<file path="src/rtl/sd_blk_pkg.sv">
// rtl/sd_blk_pkg.sv - shared types and widths for the SD block-channel arbiter
package sd_blk_pkg;

    localparam int SD_LBA_W  = 32;
    localparam int SD_DATA_W = 8;

    typedef enum logic [2:0] {
        IDLE,
        REQ,
        XFER,
        DONE,
        ABORT
    } arb_state_t;

    // Round-robin pointer successor with wrap at nreq-1.
    function automatic logic [1:0] rr_next(input logic [1:0] id, input int nreq);
        if (int'(id) + 1 >= nreq) begin
            return 2'd0;
        end
        return id + 2'd1;
    endfunction

endpackage

</file>
<file path="src/rtl/rr_pick.sv">
// rtl/rr_pick.sv - round-robin priority encoder: first pending requester at or after rr_ptr
module rr_pick #(
    parameter int NREQ = 3
) (
    input  logic [NREQ-1:0] pending,
    input  logic [1:0]      rr_ptr,
    output logic [1:0]      winner,
    output logic            valid
);

    int idx;

    // Scan from the farthest offset down so the nearest pending index overrides.
    always_comb begin
        winner = '0;
        valid  = 1'b0;
        idx    = 0;
        for (int k = NREQ - 1; k >= 0; k--) begin
            idx = int'(rr_ptr) + k;
            if (idx >= NREQ) begin
                idx = idx - NREQ;
            end
            if (pending[idx[1:0]]) begin
                winner = idx[1:0];
                valid  = 1'b1;
            end
        end
    end

endmodule

</file>
<file path="src/rtl/sd_blk_arbiter.sv">
// rtl/sd_blk_arbiter.sv - shares one SD block channel among NREQ requesters, round-robin per block
module sd_blk_arbiter
    import sd_blk_pkg::*;
#(
    parameter int NREQ  = 3,
    parameter int TMO_W = 20
) (
    input  logic                        CLK,
    input  logic                        RESET,
    input  logic [NREQ-1:0]             req_rd,
    input  logic [NREQ-1:0]             req_wr,
    input  logic [NREQ*SD_LBA_W-1:0]    req_lba,
    input  logic [NREQ*SD_DATA_W-1:0]   req_buff_din,
    output logic [NREQ-1:0]             req_ack,
    output logic [NREQ-1:0]             req_buff_wr,
    output logic [NREQ-1:0]             req_err,
    output logic [SD_LBA_W-1:0]         sd_lba,
    output logic                        sd_rd,
    output logic                        sd_wr,
    input  logic                        sd_ack,
    input  logic                        sd_buff_wr,
    output logic [SD_DATA_W-1:0]        sd_buff_din,
    output logic [1:0]                  grant_id,
    output logic                        busy
);

    arb_state_t           state;
    logic [1:0]           rr_ptr;
    logic                 op_rd;
    logic [TMO_W-1:0]     tmo;
    logic [NREQ-1:0]      pending;
    logic [1:0]           pick_id;
    logic                 pick_valid;
    logic [SD_LBA_W-1:0]  lba_arr [NREQ];
    logic [SD_DATA_W-1:0] din_arr [NREQ];

    for (genvar i = 0; i < NREQ; i++) begin : g_unpack
        assign lba_arr[i] = req_lba[SD_LBA_W*i +: SD_LBA_W];
        assign din_arr[i] = req_buff_din[SD_DATA_W*i +: SD_DATA_W];
    end

    assign pending = req_rd | req_wr;
    assign busy    = (state != IDLE);

    rr_pick #(
        .NREQ(NREQ)
    ) u_pick (
        .pending(pending),
        .rr_ptr (rr_ptr),
        .winner (pick_id),
        .valid  (pick_valid)
    );

    always_ff @(posedge CLK) begin
        if (RESET) begin
            state    <= IDLE;
            sd_rd    <= 1'b0;
            sd_wr    <= 1'b0;
            sd_lba   <= '0;
            req_err  <= '0;
            grant_id <= '0;
            rr_ptr   <= '0;
            op_rd    <= 1'b0;
            tmo      <= '0;
        end else begin
            req_err <= '0;
            case (state)
                IDLE: begin
                    // A leftover ack from an interrupted transfer blocks new grants.
                    if (pick_valid && !sd_ack) begin
                        grant_id <= pick_id;
                        sd_lba   <= lba_arr[pick_id];
                        op_rd    <= req_rd[pick_id];
                        tmo      <= '0;
                        state    <= REQ;
                    end
                end
                REQ: begin
                    if (sd_ack) begin
                        sd_rd <= 1'b0;
                        sd_wr <= 1'b0;
                        state <= XFER;
                    end else if (&tmo) begin
                        sd_rd             <= 1'b0;
                        sd_wr             <= 1'b0;
                        req_err[grant_id] <= 1'b1;
                        state             <= ABORT;
                    end else begin
                        sd_rd <= op_rd;
                        sd_wr <= !op_rd;
                        tmo   <= tmo + 1'b1;
                    end
                end
                XFER: begin
                    if (!sd_ack) begin
                        state <= DONE;
                    end
                end
                DONE: begin
                    rr_ptr <= rr_next(grant_id, NREQ);
                    state  <= IDLE;
                end
                ABORT: begin
                    rr_ptr <= rr_next(grant_id, NREQ);
                    state  <= IDLE;
                end
                default: state <= IDLE;
            endcase
        end
    end

    always_comb begin
        req_ack     = '0;
        req_buff_wr = '0;
        sd_buff_din = '0;
        if (state == XFER) begin
            req_ack[grant_id]     = sd_ack;
            req_buff_wr[grant_id] = sd_buff_wr;
            sd_buff_din           = din_arr[grant_id];
        end
    end

endmodule

</file>
<file path="config.mk">
export PLATFORM = sky130hd
export DESIGN_NAME = sd_blk_arbiter
export DESIGN_NICKNAME = d
export VERILOG_FILES = /design/src/rtl/sd_blk_pkg.sv /design/src/rtl/rr_pick.sv /design/src/rtl/sd_blk_arbiter.sv
export SDC_FILE = /design/constraint.sdc
export NUM_CORES = 1
export LEC_CHECK = 0
export BUFFER_PORTS_ARGS = -buffer_cell sky130_fd_sc_hd__buf_2
export CAP_MARGIN = 5
export CORE_MARGIN = 2
export CORE_UTILIZATION = 52
export CTS_BUF_LIST = sky130_fd_sc_hd__clkbuf_8
export DETAILED_ROUTE_END_ITERATION = 7
export PLACE_DENSITY = 0.88
export SYNTH_ARGS = -nofsm -noshare
export SYNTH_HDL_FRONTEND = slang
export SYNTH_HIERARCHICAL = 1
export SYNTH_SLANG_ARGS = --single-unit
export TNS_END_PERCENT = 10
</file>
<file path="constraint.sdc">
create_clock -name CLK -period 4 [get_ports CLK]
set_input_delay 0.2 -clock CLK [delete_from_list [all_inputs] [get_ports CLK]]
set_output_delay 0.2 -clock CLK [all_outputs]
set_load 0.03 [all_outputs]
</file>
### Word level (Yosys, flattened, before mapping)

Cells that the tools add are included.

| operators by class | value |
|---|---|
| add/subtract/negate cells | 8 |
| bitwise operators | 7 |
| equal/unequal tests | 9 |
| multiplexer cells | 50 |
| order comparisons | 12 |
| reduce and logical (&&, ||, !) cells | 13 |

Operators by type and width:

| kind | count |
|---|---|
| 32-bit binary-select mux with 2-bit select | 1 |
| 32-bit 2-to-1 mux | 2 |
| 20-bit 2-to-1 mux | 3 |
| 20-bit one-hot mux with 2 select lines | 1 |
| 8-bit 2-to-1 mux | 3 |
| 20-bit by 1-bit adder with 20-bit output, second input constant | 1 |
| 20-bit AND reduction | 1 |
| 2-bit 2-to-1 mux | 9 |
| 3-bit 2-to-1 mux | 6 |
| 1-bit 2-to-1 mux | 17 |
| 8-bit binary-select mux with 2-bit select | 1 |
| 2-bit by 3-bit less-than comparator with 1-bit output, second input constant | 5 |
| 3-bit by 2-bit greater-or-equal comparator with 1-bit output, second input constant | 3 |
| 3-bit one-hot mux with 3 select lines | 1 |
| 1-bit binary-select mux with 2-bit select | 4 |
| 2-bit inequality test, second input constant | 4 |
| 2-bit by 1-bit adder with 3-bit output, second input constant | 2 |
| 3-bit AND | 2 |
| 3-bit by 2-bit equality test with 1-bit output, second input constant | 2 |
| 3-bit greater-or-equal comparator, second input constant | 2 |
| 2-bit inverter with 3-bit output | 2 |
| 2-bit one-hot mux with 2 select lines | 1 |
| 4-bit AND reduction | 1 |
| 2-bit nonzero test | 2 |
| 19 further kinds | 23 |

| storage, ports and cells | value |
|---|---|
| word-level logic and storage cells | 108 |
| flip-flop bits (word level) | 65 |

### Logic depth before layout (Yosys ltp)

Gate-level depths: netlist of the first run.

| depth | value |
|---|---|
| depth after elaboration | 12 |
| mapped depth | 12 |
| depth with buffers taken out | 9 |

### By module

The synthesis of the first run kept the hierarchy.

By module, submodules not included:

| module | area an instance (µm²) | cells each | instances | sequential area each (µm²) |
|---|---|---|---|---|
| sd_blk_arbiter | 3633.5 | 474 | 1 | 1301.2 |
| rr_pick | 222.7 | 29 | 1 | 0.0 |

### Worst setup path before layout of the first run

Ideal clock, no wire load.

| timing path | value |
|---|---|
| path type | register to register |
| start point | reg rr_ptr[0] |
| end point | reg sd_lba[0] |
| stages on the path, launching flop included | 13 |
| library setup time | 0.138 ns |
| data arrival time | 2.410 ns |
| path slack | 1.452 ns |
| path buffers | 3 |
| path through | dfxtp_1 inv_1 ha_1 buf_6 a21bo_2 nor4_1 a311o_1 clkbuf_1 buf_2 mux2i_1 nor2_1 a21oi_1 a211oi_1 |

| on the way | value |
|---|---|
| word-level cells in the longest chain between the ends | 12 |
| elaborated cells between the ends (all ways) | 29 |
| those cells by class | add/sub: 5; order compare: 3; mux: 18; bitwise: 1; reduce/logical: 2 |

RTL lines:

| element | line | RTL |
|---|---|---|
| start: declaration | sd_blk_arbiter.sv:28 | `logic [1:0] rr_ptr;` |
| start signal: assignment | sd_blk_arbiter.sv:100 | `rr_ptr <= rr_next(grant_id, NREQ);` |
| start signal: assignment | sd_blk_arbiter.sv:104 | `rr_ptr <= rr_next(grant_id, NREQ);` |
| 2-bit by 2-bit adder with 3-bit output | rr_pick.sv:19 | `idx = int'(rr_ptr) + k;` |
| 3-bit by 2-bit greater-or-equal comparator with 1-bit output or 2-bit by 1-bit subtractor with 2-bit output (tied branches) | rr_pick.sv:20, rr_pick.sv:21 |  |
| 2-bit 2-to-1 mux | rr_pick.sv:20 | `if (idx >= NREQ) begin` |
| 1-bit binary-select mux with 2-bit select | rr_pick.sv:23 | `if (pending[idx[1:0]]) begin` |
| 1-bit 2-to-1 mux (implied by the code) | rr_pick.sv:23 |  |
| 2-bit 2-to-1 mux (2 in series) | rr_pick.sv:23 |  |
| 2-bit 2-to-1 mux (*) | rr_pick.sv:23 |  |
| named net pick_id[1] | sd_blk_arbiter.sv:32 | `logic [1:0] pick_id;` |
| 2-bit inverter with 3-bit output (implied by the code) (*) | sd_blk_arbiter.sv:72 | `sd_lba <= lba_arr[pick_id];` |
| 32-bit binary-select mux with 2-bit select (*) | sd_blk_arbiter.sv:72 |  |
| 32-bit 2-to-1 mux (implied by the code) (*) (2 in series) | sd_blk_arbiter.sv:72 |  |
| end signal: assignment | sd_blk_arbiter.sv:72 |  |
| end: declaration | sd_blk_arbiter.sv:17 | `output logic [SD_LBA_W-1:0] sd_lba,` |

The timed path passes the listed nets; every way through them passes the cells marked *. The select of a mux whose other input is x is not followed.
A chain may end at the register's enable or synchronous reset.

### Worst setup path in the final report of the first run

| timing path | value |
|---|---|
| start point | reg rr_ptr[0] |
| end point | reg sd_lba[25] |

Same word-level chain as after synthesis.

==> results of run 1 <==
## power by group
group          internal [uW]  total, uW  switching, uW  leakage, uW
registers                686        715           29.1     0.000532
logic                    150        399            248      0.00152
clock network            296        536            240     0.000110
total                   1130       1650            518      0.00216
## worst max-delay path, delay by kind of cell (launching register included)
| family | cells | cell delay (ns) |
|---|---|---|
| adder cells (fa/ha/maj) | 1 | 0.42 |
| multiplexers | 1 | 0.22 |
| flip-flops | 1 | 0.38 |
| AND/OR/NAND/NOR | 1 | 0.06 |
| AO/OA/AOI/OAI | 5 | 1.27 |
| buffers and inverters | 2 | 0.51 |
## per-stage QoR
| step | hold WS, ns | setup WS [ns] | instance area, um2 |
|---|---|---|---|
| 5_1_grt | 0.185 | 0.767 | 4950 |
| 3_3_place_gp | 0.483 | 1.16 | 4760 |
| 2_1_floorplan | 0.422 | 1.45 | 3860 |
| 6_report | 0.179 | 0.974 | 4950 |
| 3_5_place_dp | 0.488 | 1.01 | 4760 |
| 4_1_cts | 0.170 | 0.992 | 4950 |
## how the worst max path moves through the flow
stage                                      start                 endpoint
final                     rr_ptr[0]$_SDFFE_PP0P_  sd_lba[25]$_SDFFE_PP0P_
after global routing      rr_ptr[0]$_SDFFE_PP0P_   sd_lba[3]$_SDFFE_PP0P_
after CTS                 rr_ptr[0]$_SDFFE_PP0P_  sd_lba[25]$_SDFFE_PP0P_
after detailed placement  rr_ptr[0]$_SDFFE_PP0P_  sd_lba[10]$_SDFFE_PP0P_
after global placement    rr_ptr[0]$_SDFFE_PP0P_  sd_lba[24]$_SDFFE_PP0P_
after floorplan           rr_ptr[0]$_SDFFE_PP0P_   sd_lba[0]$_SDFFE_PP0P_
## registers in the layout, indices dropped and copies added, names as in the netlist
register  flops
sd_lba       32
tmo          20
req_err       3
state         3
grant_id      2
rr_ptr        2
op_rd         1
sd_rd         1
sd_wr         1
## layout by cell type (no fill, tap or decap), types with 11 or more instances in the layout
master	synthesis	routed
mux2i_1	46	46
o21ai_0	14	14
dfxtp_1	65	65
a211oi_1	35	35
nor2_1	115	115
inv_1	8	11
nand3_1	11	11
nand2_1	19	19
a21oi_1	62	62
buf_2	9	183
## cell type report
type	instances	area, um2
Clock buffer	10	138
Clock inverter	6	51.3
Fill cell	603	2270
Inverter	9	33.8
Multi-Input combinational cell	388	2350
Sequential cell	65	1300
Tap cell	99	124
Timing Repair Buffer	187	946
## routing by layer
layer,global-route usage,routed length (um)
met2,0.463,5760
met4,0.131,399
met3,0.0604,745
met5,0,0
met1,0.304,4190
## cells by family after synthesis
group | after synthesis
compound gates | 145
fa+ha+maj | 4
buf+inv | 50
flops | 65
mux | 46
simple gates | 193
==> results_dict.tcl, run 1 <==
set metrics [dict create \
    die-area_um2 8120 \
    cpMaxStageDelayCell "a311o_2" \
    overflow 0 \
    vias 4331 \
    io_buffers 183 \
    place_inst 748 \
    final_util 0.686 \
    synth_cell_types 53 \
    synth_area_per_cell_um2 7.67 \
    drtIter0Drc 271 \
    cts_tree "built" \
    finalNetCount 794 \
    clock_sinks 65 \
    fin_crit_ns 3.03 \
    antenna_found_initial 0 \
    clkTransAtPathRegs_ns 0.07 \
    cts_setup_buffers 0 \
    worst_r2r_path_depth 10 \
    drt-pass1-iter-count 4 \
    cts.htree.levels 3 \
    critPathMaxFanout 19 \
    hold_class "input pin to flop" \
    fp.dieH_um 90.1 \
    cts_root_buf "clkbuf_8" \
    rsz0062_at_grt "no" \
    ant_nets 0 \
    synth.area.mux_share 0.119 \
    tightestPinTransition_ns 1.15 \
    netlist.area_leader.share 0.337 \
    syn_inst 503 \
    io-pin-count 184 \
    power.density_nw_per_um2 334 \
    total_power_uw 1650 \
    syn_to_final_growth_pct 28.3 \
    required_ns 4.17 \
    crit-reg2reg-launch "rr_ptr[0]$_SDFFE_PP0P_" \
    hold_path_depth 3 \
    max_cap_violations 0 \
    peakVddDrop_uv 258 \
    clk_path_buf_depth 2 \
    drcViolationCount 0 \
    drive_gt1_frac 0.328 \
    arrival_ns 3.20 \
    timing.slew.headroom 0.230 \
    worstPathCellList "inv_1 -> ha_1 -> a21bo_2 -> a221oi_1 -> a311o_2 -> buf_4 -> mux2i_1 -> nor2_1 -> a21oi_1 -> a211oi_1" \
    insertion_delay_ns 0.35 \
    grt_pass1_wl_mm 17.7 \
    grt_pass1_vias 3919 \
    synth-compound-area-share 0.240 \
    grt_use_total 0.265 \
    core-area_um2 7210 \
    holdPathEnd "sd_lba[12]$_SDFFE_PP0P_" \
    final-setup-viol-count 0 \
    setup_tns_ns 0 \
    synth_xor_area_frac 0 \
    yosysMostFrequentCell "nor2_1" \
    hold_viol 0 \
    fin_skew_ns 0.00879 \
    ys_top_cells_by_count "nor2_1 (115), dfxtp_1 (65), a21oi_1 (62)" \
    die_w_um 90.1 \
    cts_resized 0 \
    synth_top_family_by_area "compound AO/OA/AOI/OAI gates" \
    ys_dominant_reg_cell "dfxtp_1" \
    fp-row-count 31 \
    diodes 0 \
    viasPerCell 5.67 \
    synth-seq-cells 65 \
    synthAdderAreaFrac 0.0130 \
    leakage_uw 0.00216 \
    timing.fmax_ghz 0.330 \
    final_cells 764 \
    yosysWarnings 6 \
    place_congestion 0.868 \
    synth_async_sr_flop_share 0 \
    slowest_delay_ns 0.53 \
    initial_core_util 0.535 \
    grt_max_degree 69 \
    synthTopCellsByArea "dfxtp_1 (34%), mux2i_1 (12%), nor2_1 (11%)" \
    synth-seq-area-share 0.337 \
    status "complete, no violations" \
    endpoint_kind "flop" \
    ctsHoldBuffers 0 \
    synth_area_um2 3860 \
    cts_inserted_buffers 9 \
    criticalPathCategory "flop to flop" \
    synth_fp_nets 637 \
    reg2reg_to "sd_lba[25]$_SDFFE_PP0P_" \
    avgRoutedWirePerCell_um 14.5 \
    r2r_setup_slack_ns 0.97 \
    synthSimpleGateAreaFrac 0.237 \
    synth_edf_count 0 \
    drt_wl_total_mm 11.1 \
    post-synth-top-area-cell "dfxtp_1" \
    place_hpwl_mm 8.20 \
    drv_slew 0 \
    fin_crit_sh 0.757 \
    worstSetupStartpointType "flop" \
    min_from "req_lba[44]" \
]
Note: power is estimated with default switching activity, not from simulation.
==> run 2: changes to the inputs <==
--- a/config.mk
+++ b/config.mk
@@ -8,10 +8,10 @@
 export BUFFER_PORTS_ARGS = -buffer_cell sky130_fd_sc_hd__buf_2
 export CAP_MARGIN = 5
 export CORE_MARGIN = 2
-export CORE_UTILIZATION = 52
+export CORE_UTILIZATION = 48
 export CTS_BUF_LIST = sky130_fd_sc_hd__clkbuf_8
 export DETAILED_ROUTE_END_ITERATION = 7
-export PLACE_DENSITY = 0.88
+export PLACE_DENSITY = 0.82
 export SYNTH_ARGS = -nofsm -noshare
 export SYNTH_HDL_FRONTEND = slang
 export SYNTH_HIERARCHICAL = 1
==> constraint.sdc (replaced) <==
create_clock -name CLK -period 2.8 [get_ports CLK]
set_input_delay 0.14 -clock CLK [delete_from_list [all_inputs] [get_ports CLK]]
set_output_delay 0.14 -clock CLK [all_outputs]
set_load 0.03 [all_outputs]
==> run 2 against run 1 <==
Global-route usage shrank 0.76 points. Combinational power rose by 47%. Maximum frequency rose by 18%. Largest cell class unchanged.
==> results_dict.tcl, run 2 (synthesis gave the netlist of run 1 again) <==
set metrics [dict create \
    place_congestion 0.818 \
    drt_wl_total_mm 11.1 \
    finalNetCount 801 \
    endpoint_kind "flop" \
    worstSetupStartpointType "flop" \
    dpl_cell_area_um2 4850 \
    final_cell_mix "buf_2 (183), nor2_1 (115), dfxtp_1 (65)" \
    core-area_um2 7770 \
    drtIter0Drc 234 \
    overflow 0 \
    drive_gt1_frac 0.341 \
    fin_crit_ns 2.56 \
    top_register "sd_lba" \
    drt-pass1-iter-count 5 \
    drcViolationCount 0 \
    grt_use_total 0.257 \
    largest_reg_flops 32 \
    drv_slew 0 \
    fp-row-count 32 \
    ant_nets 0 \
    hold_class "input pin to flop" \
    cts_tree "built" \
    tightestPinTransition_ns 0.593 \
    hold_path_depth 3 \
    cts.htree.levels 3 \
    grt_pass1_wl_mm 18.1 \
    setup_tns_ns 0 \
    io-pin-count 184 \
    cts_setup_buffers 0 \
    arrival_ns 2.76 \
    clk_path_buf_depth 2 \
    insertion_delay_ns 0.35 \
    grt_pass1_vias 3952 \
    initial_core_util 0.496 \
    cp-startpoint "rr_ptr[0]$_SDFFE_PP0P_" \
    status "complete, no violations" \
    leakage_uw 0.00221 \
    timing.fmax_ghz 0.391 \
    power.density_nw_per_um2 486 \
    final_area_um2 5080 \
    final-setup-viol-count 0 \
    rsz0062_at_grt "no" \
    syn_to_final_growth_pct 31.7 \
    viasPerCell 5.51 \
    fp.dieH_um 93.6 \
    cts_root_buf "clkbuf_8" \
    criticalPathCategory "flop to flop" \
    fin_crit_sh 0.914 \
    final_util 0.654 \
    cts_resized 0 \
    avgRoutedWirePerCell_um 14.3 \
    cts_inserted_buffers 9 \
    place_hpwl_mm 8.16 \
    grt_max_degree 43 \
    peakVddDrop_uv 294 \
    hold_viol 0 \
    fin_skew_ns 0.0132 \
    io_buffers 183 \
    clock_sinks 65 \
    worst_r2r_path_depth 9 \
    antenna_found_initial 1 \
    clkTransAtPathRegs_ns 0.07 \
    critPathMaxFanout 12 \
    crit-reg2reg-launch "rr_ptr[0]$_SDFFE_PP0P_" \
    top_regs "sd_lba x32, tmo x20" \
    total_power_uw 2470 \
    die_w_um 93.6 \
    die-area_um2 8770 \
    ctsHoldBuffers 0 \
    layout_commonest_cell "buf_2" \
    timing.slew.headroom 0.604 \
    vias 4267 \
    max_cap_violations 0 \
    min_from "req_lba[43]" \
    required_ns 3.00 \
]
## run 2: per-stage QoR
| stage | hold WS, ns | worst slack (ns) | cells |
|---|---|---|---|
| floorplan | 0.362 | 0.252 | 503 |
| global placement | 0.473 | 0.249 | 758 |
| detailed placement | 0.478 | 0.0926 | 758 |
| CTS | 0.104 | 0.0908 | 774 |
| global route | 0.113 | 0.0693 | 775 |
| finish | 0.113 | 0.240 | 775 |
## run 2: routing by layer
layer / global-route usage / wire length [um] / share of wire
met3: 0.0629 / 710 / 0.064
met5: 0 / 0 / 0
met4: 0.128 / 352 / 0.032
met2: 0.439 / 5590 / 0.50
met1: 0.300 / 4420 / 0.40
## run 2: area by class of cell
type | instances | area [um2]
repair buffers | 194 | 1040
clock inverters | 7 | 87.6
fillers | 694 | 2690
diodes | 1 | 2.50
multi-input cells | 388 | 2360
clock buffers | 9 | 124
well taps | 102 | 128
inverters | 9 | 33.8
flip-flops and latches | 65 | 1300
## run 2: critical path: stages, from the launching register on
cell	delay, ns
dfxtp_1	0.38
inv_1	0.08
ha_1	0.41
nor2b_1	0.18
o31a_1	0.28
a2111o_1	0.33
o21ai_1	0.21
a21oi_2	0.15
a41oi_1	0.32
a211oi_1	0.07
## run 2: path summary, 6_finish.rpt
check                            endpoint  slack [ns]
setup / recovery     tmo[17]$_SDFFE_PP0P_        0.24
hold / removal    sd_lba[11]$_SDFFE_PP0P_        0.11
setup reg to reg     tmo[17]$_SDFFE_PP0P_        0.24
hold reg to reg   sd_lba[22]$_SDFFE_PP0P_        0.50
## run 2: power breakdown
part           total [uW]  internal, uW  leakage [uW]  switching (uW)
sequential           1020           980      0.000532            35.3
combinational         588           228       0.00157             360
clock                 863           493      0.000108             369
total                2470          1700       0.00221             765
